--- src/rtl/gear_loop_filter.sv ---
// Purpose : gear-shifted PI loop filter turning phase error into a signed DCO control code.
// Latency : sample accepted on edge N, dco_cc_o/sat_o update with a one-cycle dco_cc_valid_o at edge N+1.
// Backpr. : none; a sample can be taken every cycle, freeze_i simply refuses new samples.
//
// Ports:
//   gen_clk_i, reset_i (async, active-high)
//   error_valid_i/error_i : signed phase-error sample, dropped while freeze_i=1
//   kp_/ki_ acq/trk       : proportional/integral gains for ACQUIRE and for TRACK/LOCKED
//   dco_cc_o/dco_cc_valid_o : clamped control code and its update strobe
//   gear_o (00 ACQ, 01 TRK, 10 LCK), locked_o, sat_o (control code clamped)
module gear_loop_filter #(
    parameter int ERROR_WIDTH   = 8,
    parameter int DCO_CC_WIDTH  = 9,
    parameter int KP_WIDTH      = 4,
    parameter int KP_FRAC_WIDTH = 1,
    parameter int KI_WIDTH      = 6,
    parameter int KI_FRAC_WIDTH = 4,
    parameter int ACC_WIDTH     = 16,
    parameter int LOCK_THRESH   = 2,
    parameter int UNLOCK_THRESH = 8,
    parameter int ACQ_COUNT     = 8,
    parameter int LOCK_COUNT    = 16
) (
    input  logic                    gen_clk_i,
    input  logic                    reset_i,
    input  logic                    error_valid_i,
    input  logic [ERROR_WIDTH-1:0]  error_i,
    input  logic                    freeze_i,
    input  logic [KP_WIDTH-1:0]     kp_acq_i,
    input  logic [KI_WIDTH-1:0]     ki_acq_i,
    input  logic [KP_WIDTH-1:0]     kp_trk_i,
    input  logic [KI_WIDTH-1:0]     ki_trk_i,
    output logic [DCO_CC_WIDTH-1:0] dco_cc_o,
    output logic                    dco_cc_valid_o,
    output logic [1:0]              gear_o,
    output logic                    locked_o,
    output logic                    sat_o
);

    function automatic int max2(input int a, input int b);
        return (a > b) ? a : b;
    endfunction

    // Proportional term is realigned to the integrator's fractional grid.
    localparam int SH  = KI_FRAC_WIDTH - KP_FRAC_WIDTH;
    localparam int PW  = ERROR_WIDTH + KP_WIDTH + 1;
    localparam int IW  = ERROR_WIDTH + KI_WIDTH + 1;
    // Working width: wide enough that no intermediate sum can overflow.
    localparam int WW  = max2(max2(PW + SH, ACC_WIDTH), max2(IW, DCO_CC_WIDTH + KI_FRAC_WIDTH)) + 2;
    localparam int CNT_MAX = max2(ACQ_COUNT, LOCK_COUNT);
    localparam int CW  = $clog2(CNT_MAX + 1);

    localparam logic signed [ACC_WIDTH-1:0]    ACC_MAX = {1'b0, {(ACC_WIDTH-1){1'b1}}};
    localparam logic signed [ACC_WIDTH-1:0]    ACC_MIN = {1'b1, {(ACC_WIDTH-1){1'b0}}};
    localparam logic signed [DCO_CC_WIDTH-1:0] DCO_MAX = {1'b0, {(DCO_CC_WIDTH-1){1'b1}}};
    localparam logic signed [DCO_CC_WIDTH-1:0] DCO_MIN = {1'b1, {(DCO_CC_WIDTH-1){1'b0}}};

    typedef enum logic [1:0] {
        GEAR_ACQ = 2'b00,
        GEAR_TRK = 2'b01,
        GEAR_LCK = 2'b10
    } gear_t;

    gear_t                          gear;
    logic signed [ERROR_WIDTH-1:0]  err_r;
    logic                           s1_vld;
    logic signed [ACC_WIDTH-1:0]    acc;
    logic [CW-1:0]                  cnt;

    logic [KP_WIDTH-1:0]            kp_sel;
    logic [KI_WIDTH-1:0]            ki_sel;
    logic signed [PW-1:0]           err_p, kp_p, p_prod;
    logic signed [IW-1:0]           err_i, ki_i, inc;
    logic signed [WW-1:0]           acc_sum, acc_trunc_w, sum, q, dco_trunc_w;
    logic signed [ACC_WIDTH-1:0]    acc_trunc, acc_sat, acc_next;
    logic signed [DCO_CC_WIDTH-1:0] dco_trunc, dco_next;
    logic                           windup_hold, dco_clamp;
    logic signed [ERROR_WIDTH:0]    err_w;
    logic [ERROR_WIDTH:0]           err_abs;
    logic                           in_band, unlock;
    logic [CW-1:0]                  cnt_inc;

    always_comb begin
        // Gains follow the gear held before this sample's transition.
        kp_sel = (gear == GEAR_ACQ) ? kp_acq_i : kp_trk_i;
        ki_sel = (gear == GEAR_ACQ) ? ki_acq_i : ki_trk_i;

        err_p  = PW'(err_r);
        kp_p   = $signed(PW'(kp_sel));
        p_prod = err_p * kp_p;
        err_i  = IW'(err_r);
        ki_i   = $signed(IW'(ki_sel));
        inc    = err_i * ki_i;

        // Integrator add with saturation instead of wrap.
        acc_sum     = WW'(acc) + WW'(inc);
        acc_trunc   = acc_sum[ACC_WIDTH-1:0];
        acc_trunc_w = WW'(acc_trunc);
        if (acc_sum != acc_trunc_w)
            acc_sat = acc_sum[WW-1] ? ACC_MIN : ACC_MAX;
        else
            acc_sat = acc_trunc;

        // Anti-windup: stop integrating further into an already clamped rail.
        windup_hold = sat_o && (inc != '0) && (inc[IW-1] == dco_cc_o[DCO_CC_WIDTH-1]);
        acc_next    = windup_hold ? acc : acc_sat;

        // Arithmetic shift gives floor division for negative sums.
        sum         = (WW'(p_prod) <<< SH) + WW'(acc_next);
        q           = sum >>> KI_FRAC_WIDTH;
        dco_trunc   = q[DCO_CC_WIDTH-1:0];
        dco_trunc_w = WW'(dco_trunc);
        dco_clamp   = (q != dco_trunc_w);
        if (dco_clamp)
            dco_next = q[WW-1] ? DCO_MIN : DCO_MAX;
        else
            dco_next = dco_trunc;

        // One extra bit so the most negative error has a representable magnitude.
        err_w   = (ERROR_WIDTH+1)'(err_r);
        err_abs = err_r[ERROR_WIDTH-1] ? -err_w : err_w;
        in_band = err_abs <= (ERROR_WIDTH+1)'(LOCK_THRESH);
        unlock  = err_abs >  (ERROR_WIDTH+1)'(UNLOCK_THRESH);
        cnt_inc = (cnt == CW'(CNT_MAX)) ? cnt : cnt + CW'(1);
    end

    always_ff @(posedge gen_clk_i or posedge reset_i) begin
        if (reset_i) begin
            err_r          <= '0;
            s1_vld         <= 1'b0;
            acc            <= '0;
            cnt            <= '0;
            gear           <= GEAR_ACQ;
            dco_cc_o       <= '0;
            dco_cc_valid_o <= 1'b0;
            sat_o          <= 1'b0;
            locked_o       <= 1'b0;
        end else begin
            s1_vld         <= error_valid_i && !freeze_i;
            dco_cc_valid_o <= s1_vld;
            if (error_valid_i && !freeze_i)
                err_r <= error_i;

            if (s1_vld) begin
                acc      <= acc_next;
                dco_cc_o <= dco_next;
                sat_o    <= dco_clamp;
                cnt      <= in_band ? cnt_inc : '0;
                case (gear)
                    GEAR_ACQ: begin
                        if (in_band && cnt_inc >= CW'(ACQ_COUNT)) begin
                            gear <= GEAR_TRK;
                            cnt  <= '0;
                        end
                    end
                    GEAR_TRK: begin
                        if (in_band && cnt_inc >= CW'(LOCK_COUNT)) begin
                            gear     <= GEAR_LCK;
                            locked_o <= 1'b1;
                        end
                    end
                    GEAR_LCK: begin
                        if (unlock) begin
                            gear     <= GEAR_ACQ;
                            locked_o <= 1'b0;
                            cnt      <= '0;
                        end
                    end
                    default: begin
                        gear     <= GEAR_ACQ;
                        locked_o <= 1'b0;
                        cnt      <= '0;
                    end
                endcase
            end
        end
    end

    assign gear_o = gear;

endmodule

--- config.mk ---
export PLATFORM = sky130hd
export DESIGN_NAME = gear_loop_filter
export DESIGN_NICKNAME = d
export VERILOG_FILES = /design/src/rtl/gear_loop_filter.sv
export SDC_FILE = /design/constraint.sdc
export NUM_CORES = 1
export LEC_CHECK = 0
export BUFFER_PORTS_ARGS = -buffer_cell sky130_fd_sc_hd__buf_2
export CAP_MARGIN = 20
export CORE_MARGIN = 2
export CORE_UTILIZATION = 57
export CTS_BUF_LIST = sky130_fd_sc_hd__clkbuf_16
export CTS_CLUSTER_DIAMETER = 80
export DETAILED_ROUTE_END_ITERATION = 8
export PLACE_DENSITY = 0.79
export SKIP_LAST_GASP = 1
export SYNTH_ARGS = -nofsm -noshare
export SYNTH_HDL_FRONTEND = slang
export SYNTH_SLANG_ARGS = --single-unit
--- constraint.sdc ---
create_clock -name gen_clk_i -period 10.9 [get_ports gen_clk_i]
set_clock_uncertainty 0.05 [all_clocks]
set_input_delay 1.635 -clock gen_clk_i [delete_from_list [all_inputs] [get_ports gen_clk_i]]
set_output_delay 1.635 -clock gen_clk_i [all_outputs]
set_load 0.03 [all_outputs]
==> impl_results.md <==
* Status: complete, no violations
* Layout cells sized above 1 at 0.158
* Area of the core at 0.0121 sq mm
* Largest net degree at the start of global routing at 45
* Die width at 116 microns
* CTS tree: done
* Routed WL at 15.3 mm
* Starting Density at 0.588
* Synth top area share at 0.155
* Fin area at 0.00779 sq mm
* Nets at 1045
* Max-slew violations at 0
* Setup TNS Final at 0 ps
* Synth Area in XOR/XNOR at 0.0626
* Portion of netlist area occupied by mux cells at 0.0666
* Post-synthesis simple-gate area fraction at 0.164
* Delay of the slowest critical-path stage at 550 ps
* Register area share after synthesis at 0.155
* Drt pass-1 iters at 5
* Minimum clock period at 10380 ps
* Gr ovfl total at 0
* Rows at 40
* Setup Crit Path Kind: in2reg
* Port Buffer Count at 45
* Gate Count Post-Synth at 830
* Crit. End Element: register
* WL per Instance at 14.7 microns
* Crit path DAT at 10530 ps
* Clock Latency Late Sink at 300 ps
* Reg-to-reg setup timing slack at 890 ps
* First-pass GRT wire length at 25.6 mm
* Crit start category: primary input
* Cell taking the most area after synthesis: dfrtp_1
* Post-synth top cells: inv_1 (125), ha_1 (88), nor2_1 (63), fa_1 (54), a21oi_1 (50)
* Worst Hold Class: reg2reg
* Max Fclk at 96.3 MHz
* Post-DP HPWL at 12.2 mm
* Most frequent cell after synthesis: inv_1
* Die footprint at 0.0134 sq mm
* Final hold vios at 0
* Vias in the first global route at 5605
* Flops & latches, synth at 44
* CTS root buf: clkbuf_16
* Compound-Gate Fraction of Synth Area at 0.163
* Mapped cell area at 0.00710 sq mm
* Ant. Diodes at 0
* Fraction of registers with async set/reset at 1.00
* H-tree depth at 2
* Largest family of logic cells by synthesized area: adder cells
* Yosys warnings at 0
* Clock sinks at 44
* Remaining antenna violation count at 0
* Synthesized Nets at 1004
* Initial antenna violation count at 0
* Final setup fails at 0
* Initial DRC count at 332
* Worst rel slew slack at 0.372
* Final Cycle Share at 0.952
* Reg clk slew, reported paths at 70 ps
* Syn avg cell area at 8.55 sq um
* RePlAce Congestion at 0.865
* Deepest clock path buffer count at 2
* IO Pins at 46
* Area Overhead vs Synth at 9.70%
* Adder-Cell Fraction of Synth Area at 0.307
* TritonCTS Buffers at 5
* Slowest cell on the critical path: fa_1
* Dominant cells by area after synthesis: dfrtp_1 (16%), ha_1 (16%), fa_1 (15%)
* Post-CTS setup buffers at 0
* CTS hold repair buffers at 0
* Max-Cap Viols at 0
* Post-DP Area at 0.00755 sq mm
* Main synth FF type: dfrtp_1
* Least-Margin Pin Slew at 941 ps
* Total Routing Usage GR at 0.237
* Die Height at 116 microns
* Number of flops mapped to enable cells by yosys at 0
* Synth cell types at 68
* DRC violation count after routing at 0
* Vias per cell at 5.59
* Hold_ws at 456 ps
* Via count at 5804
* WP data required at 11050 ps
* CP max FO at 7
state kept, by name, indices dropped and copies added, names as in the netlist:
register,flops
acc,16
cnt,5
dco_cc_o,9
dco_cc_valid_o,1
err_r,8
gear_o,2
locked_o,1
s1_vld,1
sat_o,1
layout by cell type (no fill, tap or decap), drive strengths merged, types with 4 or more instances in the layout:
cell,instances
a211oi,11
inv,127
clkbuf,5
a21o,16
dfrtp,44
o21bai,11
nor2,64
fa,54
o21ai,40
nor2b,37
a31oi,4
mux2i,12
o31ai,4
buf,60
nand3,8
o211ai,9
nand2b,19
ha,88
nor3,9
o22ai,4
a41oi,4
a21oi,52
mux2,31
xnor2,32
nand2,44
xor2,17
or3,5
and2,16
nand4,6
cells by family after synthesis:
group,count (synthesis)
flops,44
compound gates,173
buf+inv,154
fa+ha+maj,142
mux,43
xor+xnor,49
simple gates,225
worst max-delay path, delay by kind of cell:
kind,cells,cell delay (ps)
AOI/OAI and AO/OA,16,2720
xor gates and xnor gates,1,180
adders and majority gates,8,3480
buffers and inverters,6,410
muxes,2,510
and+or+nand+nor,9,1600
worst paths after layout:
path	start	endpoint	cells after the start
worst max-delay path	ki_acq_i[3]	dco_cc_o[4]	42
worst min-delay path	acc[0]	acc[0]	1
worst max register to register	gear_o[0]	dco_cc_o[4]	44
worst min register to register	acc[0]	acc[0]	1
max in group asynchronous	reset_i	err_r[1]	2
min in group asynchronous	reset_i	acc[7]	2
cell type report:
type,instances,area (sq um)
multi-input cells,632,5520
fillers,1015,4280
flip-flops and latches,44,1100
inverters,128,480
repair buffers,60,338
well taps,168,210
clock buffers,5,125
clock inverters,2,12.5
per-layer routing:
layer  global-route usage  vias to the layer above  wire length [microns]
met1                0.315                     2837                   6840
met2                0.413                       92                   7730
met4               0.0699                        0                    255
met3               0.0214                       15                    449
li1                     -                     2860                      -
met5                    0                        -                      0
repair_timing:
| action | 4_1_cts | 5_1_grt |
|---|---|---|
| resized for setup | 0 | 19 |
| setup endpoints to repair | 0 | 9 |
| endpoints found under the hold margin | 0 | 0 |
stage by stage:
| stage | cells | setup WS [ps] | util |
|---|---|---|---|
| after global routing | 1039 | -3.90 | 0.646 |
| after detailed placement | 1032 | -20.7 | 0.626 |
| after global placement | 1032 | 227 | 0.626 |
| after floorplan | 830 | 211 | - |
| final | 1039 | 519 | 0.646 |
| after CTS | 1039 | 270 | 0.637 |
Power is left out: the tool's default activity adds up to more than one toggle a clock period on the data nets, which glitch-free logic cannot reach.
